[src/rtl/condlogic_it.sv]
// Conditional-execution unit with predicated-block (IT) support.
// The base condition is checked against the architectural flag register.
// Inside a predicated block, a per-slot then/else mask replaces the
// instruction's own condition field. The unit also gates the write
// enables and the PC write, and updates the flags.
//
// state  | meaning
// -------+------------------------------------------------------------
// IDLE   | no block open; the instruction's Cond field decides
// ACTIVE | predicated block open; base/mask registers decide each slot
module condlogic_it #(
    parameter int NWE   = 4,
    parameter int MAXIT = 4,
    parameter int LW    = $clog2(MAXIT + 1)
) (
    input  logic             clk,
    input  logic             reset,
    input  logic             en,
    input  logic [3:0]       Cond,
    input  logic [3:0]       ALUFlags,
    input  logic [1:0]       FlagW,
    input  logic             PCS,
    input  logic [NWE-1:0]   WE_in,
    input  logic             ITStart,
    input  logic [3:0]       ITCond,
    input  logic [MAXIT-1:0] ITMask,
    input  logic [LW-1:0]    ITLen,
    output logic             PCSrc,
    output logic [NWE-1:0]   WE_out,
    output logic             CondEx,
    output logic [3:0]       Flags,
    output logic             InIT,
    output logic [LW-1:0]    ITRemain,
    output logic             ITErr
);

    typedef enum logic {
        IDLE   = 1'b0,
        ACTIVE = 1'b1
    } itState_t;

    localparam logic [3:0] CondAl = 4'b1110;

    itState_t         state;
    logic [LW-1:0]    count;
    logic [MAXIT-1:0] mask;
    logic [3:0]       base;

    logic [3:0] effCond;
    logic       lenOk;
    logic       advance;
    logic       flagN, flagZ, flagC, flagV;

    assign {flagN, flagZ, flagC, flagV} = Flags;

    // ARM condition evaluation on the registered flags; 1111 never passes.
    function automatic logic checkCond(input logic [3:0] c,
                                       input logic n, input logic z,
                                       input logic cf, input logic v);
        logic r;
        r = 1'b0;
        case (c)
            4'b0000: r = z;
            4'b0001: r = ~z;
            4'b0010: r = cf;
            4'b0011: r = ~cf;
            4'b0100: r = n;
            4'b0101: r = ~n;
            4'b0110: r = v;
            4'b0111: r = ~v;
            4'b1000: r = cf & ~z;
            4'b1001: r = ~cf | z;
            4'b1010: r = (n == v);
            4'b1011: r = (n != v);
            4'b1100: r = ~z & (n == v);
            4'b1101: r = z | (n != v);
            4'b1110: r = 1'b1;
            default: r = 1'b0;
        endcase
        return r;
    endfunction

    // Select the condition that actually governs this instruction.
    // An else-slot flips bit 0, which turns AL into the never-true 1111.
    always_comb begin
        effCond = Cond;
        if (state == ACTIVE) begin
            effCond = mask[0] ? base : {base[3:1], ~base[0]};
        end else if (ITStart) begin
            effCond = CondAl;
        end
    end

    assign CondEx   = checkCond(effCond, flagN, flagZ, flagC, flagV);
    assign advance  = CondEx & en;
    assign WE_out   = WE_in & {NWE{advance}};
    assign PCSrc    = PCS & advance;
    assign lenOk    = (ITLen != '0) && (ITLen <= LW'(MAXIT));
    assign InIT     = (state == ACTIVE);
    assign ITRemain = count;

    // Flag register: NZ and CV halves written independently when the slot passes.
    always_ff @(posedge clk or posedge reset) begin
        if (reset) begin
            Flags <= 4'b0000;
        end else begin
            if (FlagW[1] && advance) Flags[3:2] <= ALUFlags[3:2];
            if (FlagW[0] && advance) Flags[1:0] <= ALUFlags[1:0];
        end
    end

    // Block sequencer: opens a block, consumes one slot per enabled cycle,
    // closes on the last slot or on a taken PC write, and flags bad starts.
    always_ff @(posedge clk or posedge reset) begin
        if (reset) begin
            state <= IDLE;
            count <= '0;
            mask  <= '0;
            base  <= 4'b0000;
            ITErr <= 1'b0;
        end else if (!en) begin
            ITErr <= 1'b0;
        end else begin
            ITErr <= 1'b0;
            case (state)
                IDLE: begin
                    if (ITStart) begin
                        if (lenOk) begin
                            state <= ACTIVE;
                            count <= ITLen;
                            base  <= ITCond;
                            mask  <= ITMask;
                        end else begin
                            ITErr <= 1'b1;
                        end
                    end
                end
                ACTIVE: begin
                    // A nested start is reported but the slot still runs normally.
                    if (ITStart) ITErr <= 1'b1;
                    if (PCSrc) begin
                        state <= IDLE;
                        count <= '0;
                        mask  <= '0;
                    end else if (count == LW'(1)) begin
                        state <= IDLE;
                        count <= '0;
                        mask  <= mask >> 1;
                    end else begin
                        count <= count - LW'(1);
                        mask  <= mask >> 1;
                    end
                end
                default: begin
                    state <= IDLE;
                    count <= '0;
                    mask  <= '0;
                end
            endcase
        end
    end

endmodule
[config.mk]
export PLATFORM = sky130hd
export DESIGN_NAME = condlogic_it
export DESIGN_NICKNAME = d
export VERILOG_FILES = /design/src/rtl/condlogic_it.sv
export SDC_FILE = /design/constraint.sdc
export NUM_CORES = 1
export LEC_CHECK = 0
export ABC_AREA = 1
export BUFFER_PORTS_ARGS = -buffer_cell sky130_fd_sc_hd__buf_2
export CAP_MARGIN = 40
export CORE_UTILIZATION = 56
export CTS_BUF_LIST = sky130_fd_sc_hd__clkbuf_4 sky130_fd_sc_hd__clkbuf_8
export DETAILED_ROUTE_END_ITERATION = 10
export PLACE_DENSITY_LB_ADDON = 0.12
export SLEW_MARGIN = 15
export SYNTH_ARGS = -nofsm -noshare
export SYNTH_HDL_FRONTEND = slang
export SYNTH_SLANG_ARGS = --single-unit
[constraint.sdc]
create_clock -name clk -period 2.9 [get_ports clk]
set_input_delay 0.145 -clock clk [delete_from_list [all_inputs] [get_ports clk]]
set_output_delay 0.145 -clock clk [all_outputs]
set_load 0.02 [all_outputs]
# Word level (Yosys, flattened, before mapping)
# Index checks and enable logic that the tools add are counted.
# word_totals
reg_bits,17
output_inout_bits,15
elab_cells,71
# op_classes
n_addsub,1
n_lt_le_gt_ge,1
eq_ne,19
n_mux,23
n_bitwise,13
reduce_logical,7
# op_table
operator,n
$eq 4x4->1 const B,7
$eq 4x3->1 const B,4
$mux 4,4
$mux 3,5
$pmux 1 s15,1
$mux 1,9
$eq 4x2->1 const B,2
$pmux 4 s2,1
$not 1->1,6
$pmux 3 s2,1
$and 1x1->1,4
$and 4x4->4,1
$eq 4x1->1 const B,1
$logic_not 4->1,1
$ne 2x2->1 const B,2
$pmux 1 s2,2
$reduce_and 4->1,1
$eq 3x1->1 const B,1
$le 3x3->1 const B,1
$logic_and 1x1->1,3
$reduce_and 3->1,1
$reduce_bool 3->1,1
$sub 3x1->3 const B,1
$or 1x1->1,2
2 further kinds,2

# Longest topological paths before layout
# logic_depth
word_depth,9
mapped_depth,16

# Worst setup path after synthesis
# OpenSTA, ideal clock, no wires.
# synth_path
path_type,reg-to-output
startpoint,reg state (netlist: InIT)
endpoint,out WE_out[0]
arrival_time_ns,1.789
t_required_ns,2.755
path_slack_ns,0.966
path_stages_with_launch,12
n_path_buf,1
cell_sequence,dfrtp_1 buf_4 nand3_1 nand2_2 nand2_1 inv_1 nand2_1 nand3_1 nand2_1 nand3_4 nand2_4 nor2_1
# synth_via
elab_chain_cells,5
word_cells_on_any_way,19
# synth_lines
item,line_no,rtl
from (decl),44,itState_t state;
from (signal assigned),116,state <= IDLE;
from (signal assigned),129,state <= ACTIVE;
from (signal assigned),142,state <= IDLE;
$mux 4 (*),87,if (state == ACTIVE) begin
"$eq 4x4->1, or another cell as far along",62,case (c)
$pmux 1 s15 (*),62,
via CondEx,30,"output logic CondEx,"
$and 1x1->1 (*),95,assign advance = CondEx & en;
$and 4x4->4 (*),96,assign WE_out = WE_in & {NWE{advance}};
to (decl),29,"output logic [NWE-1:0] WE_out,"
# The timed path passes the listed nets; every way through them passes the cells marked *.

# Final worst setup path
# layout_path
startpoint,reg state (netlist: InIT)
endpoint,out PCSrc
# layout_via
elab_chain_cells,5
word_cells_on_any_way,19
# layout_lines
item,line_no,rtl
$mux 4 (*),87,
"$eq 4x4->1, or another cell as far along",62,
$pmux 1 s15 (*),62,
$and 1x1->1 (*),95,
$and 1x1->1 (*),97,assign PCSrc = PCS & advance;
to (decl),28,"output logic PCSrc,"
# Every way passes the cells marked *; elsewhere a longest branch is shown, timed or not.

==> metrics.md <==
| Metric | Value |
|---|---|
| Status | finished clean |
| Crit path time final | 2.456 ns |
| Met2 Track Usage GR | between 40% and 50% |
| Area Overhead vs Synth | 20.61% |
| Synthesized cell area | 1348 µm² |
| Synthesized netlist cell count | 190 |
| Max clock buf depth | 2 |
| Layout cells sized above 1 | 35.44% |
| Rows | 17 |
| Worst setup EP type | primary output |
| Initial antenna violation count | 0 |
| Post-synth top flop | dfrtp_1 |
| Clk pin slew, worst setup/hold paths | around 0.12 ns |
| Worst-Margin Slew | just under 0.7 ns |
| Flops & latches, synth | 17 |
| Commonest cells after routing, fill and taps aside | nand2_1 (45), buf_2 (44), inv_1 (28), nor2_1 (26), nand3_1 (19) |
| Starting Density | 60.34% |
| Combinational family with the most area after synthesis | simple AND/OR/NAND/NOR gates |
| Die Area | 2607 µm² |
| Setup TNS | 0 ns |
| Met3 Usage GRT | 4.167% |
| RSZ-0062 raised after global routing | no |
| Kind of start point of the critical path | flip-flop |
| Gr usage total | about a quarter |
| GPL Wtd Cong | 0.9090 |
| Largest net degree at the start of global routing | 18 |
| DR iter-0 viols | between 40 and 50 |
| Max_slew headroom | 54.74% |
| DP HPWL | 2.395 mm |
| First-pass GRT wire length | 5.106 mm |
| Max Cap Viol | 0 |
| Seq/Total Area, Yosys | 31.57% |
| Clk_lat worst skew | 0.31 ns |
| Synth Area in Compound Gates | a little under an eighth |
| Post-Synth XOR/XNOR Area | 2.600% |
| Total setup buffers inserted after CTS | 0 |
| Maximum VDD drop | 0.7410 mV |
| CTS Sinks | 17 |
| Final setup margin | 0.4444 ns |
| Top-Level Pins | 45 |
| Routed Antenna Nets | 0 |
| DR pass1 iterations | 4 |
| I/O Buffers | 44 |
| Worst EP required | approximately 2.8 ns |
| CTS HTree Levels | 1 |
| Post-synth ARST share | 100.0% |
| Core Box Area | 2233 µm² |
| DR vias | 1368 |
| Syn_nets | 222 |
| Fmax | 407.2 MHz |
| Pleak | 0.0009284 µW |
| Pre-CTS setup slack | approximately 0.63 ns |
| Worst Skew | 0.01047 ns |
| Max-slew violations | 0 |
| Crit share post-route | a little over four fifths |
| Total grt overflow | 0 |
| Min-delay worst type | input port to flip-flop |
| Final setup viols | 0 |
| Clock root buffer | clkbuf_4 |
| Met1 Track Usage GR | 33.96% |
| Syn. warnings | 0 |
| Remaining DRCs | 0 |
| Post-synthesis mux area share | less than 1% |
| EDFF count, synth | 0 |
| CP Class | flip-flop to primary output |
| Hold Vio Cnt, Final | 0 |
| Post-Route WL | slightly above 3 mm |
| Nets | between 200 and 300 |
| Simple-gate portion of the synthesized area | 40.67% |
| Adder-Cell Fraction of Synth Area | 1.857% |
| ANT cells | 0 |
| Drt wl/cell | 11.70 µm |
| Via density | 5.162 |
| GR peak layer | met2 |
| Die X | 51.06 µm |
| Syn avg cell area | 7.092 µm² |
| Vias in the first global route | 1213 |
| CP max FO | 16 |
| Height of the chip | approximately 50 µm |
| Netlist cell types | 28 |
| Crit path DAT | 2.31 ns |
| Power density cells | 1183 nW/µm² |
| CTS tree | yes |
| Commonest non-fill, non-tap cell in the layout | nand2_1 |
| Num CTS Buffers | 3 |
-- timing repair --
item / 4_1_cts / 5_1_grt
endpoints found under the hold margin: 17 / 0
resized for setup: 0 / 1
setup endpoints to repair: 0 / 1
hold buffers: 1 / 0
-- layer usage --
layer | routed length [µm] | vias to the layer above
met4 | 49 | 0
met1 | 1336 | 626
met5 | 0 | -
met3 | 193 | 5
met2 | 1520 | 51
li1 | - | 686
-- logic make-up (layout without fill, tap and decap cells) --
group	after synthesis	after routing
AOI/OAI and AO/OA	21	21
xor gates and xnor gates	4	4
adders and majority gates	2	2
buffers and inverters	34	81
DFF	17	17
muxes	1	1
and+or+nand+nor	111	111
-- final cells by class --
cell class,instances,area [µm²]
timing repair buffer,45,230.2
fill,194,608.1
inverter,32,122.6
sequential,17,426.7
multi-input combinational,139,780.7
clock buffer,3,22.52
clock inverter,1,7.507
tap,28,35.03
-- synthesized netlist by cell type, types with 2 or more instances --
| cell | number | share of area (%) |
|---|---|---|
| o21ai_0 | 3 | 1.1 |
| inv_2 | 3 | 0.84 |
| a21oi_2 | 7 | 4.5 |
| xnor2_1 | 2 | 1.3 |
| nand3_1 | 19 | 7.1 |
| dfrtp_1 | 17 | 32 |
| nor2_1 | 26 | 7.2 |
| nand3_2 | 5 | 3.7 |
| nand2_1 | 45 | 13 |
| ha_1 | 2 | 1.9 |
| nand3_4 | 2 | 2.6 |
| a21oi_1 | 6 | 2.2 |
| nand2_4 | 2 | 1.7 |
| nor2_2 | 2 | 0.93 |
| xor2_1 | 2 | 1.3 |
| inv_1 | 28 | 7.8 |
| nand2_2 | 8 | 3.7 |
-- state kept, by name, indices dropped and copies added (netlist names) --
name,count
Flags,4
ITErr,1
ITRemain,3
InIT,1
base,4
mask,4
-- report_power, final --
group,internal (µW),switching [µW]
Combinational,463,843
Sequential,345,132
Clock,52.7,88.0
-- stage by stage --
stage	instance area [µm²]	total power, µW	hold slack (ns)	utilization [%]	cells
floorplan	1348	1503	0.07107	-	190
global placement	1584	1744	0.2654	70.92	260
detailed placement	1584	1784	0.2801	70.92	260
CTS	1624	1925	0.04413	72.72	265
global route	1625	2102	0.05443	72.77	265
finish	1625	1923	0.03991	72.77	265
-- critical path: stages, from the launching register on --
cell	delay, ns
dfrtp_2	0.54
inv_2	0.25
nor2_2	0.09
a21oi_4	0.20
nand2_2	0.10
nand2_1	0.07
nand2_1	0.06
nand2_2	0.06
nand2_2	0.06
nor2_4	0.12
nand3_4	0.10
nand3_4	0.14
inv_1	0.05
buf_2	0.15
-- path summary, 6_finish.rpt --
kind                       cells after the start     endpoint  slack, ns      start
setup / recovery                              13        PCSrc       0.44       InIT
hold / removal                                 3      base[0]       0.04  ITCond[0]
setup reg to reg                              13  ITRemain[2]       0.82       InIT
hold reg to reg                                1      base[1]       0.56    base[1]
max in group asynchronous                      3         InIT       1.95      reset
min in group asynchronous                      3  ITRemain[1]       0.48      reset
(Power assumes the default switching activity.)
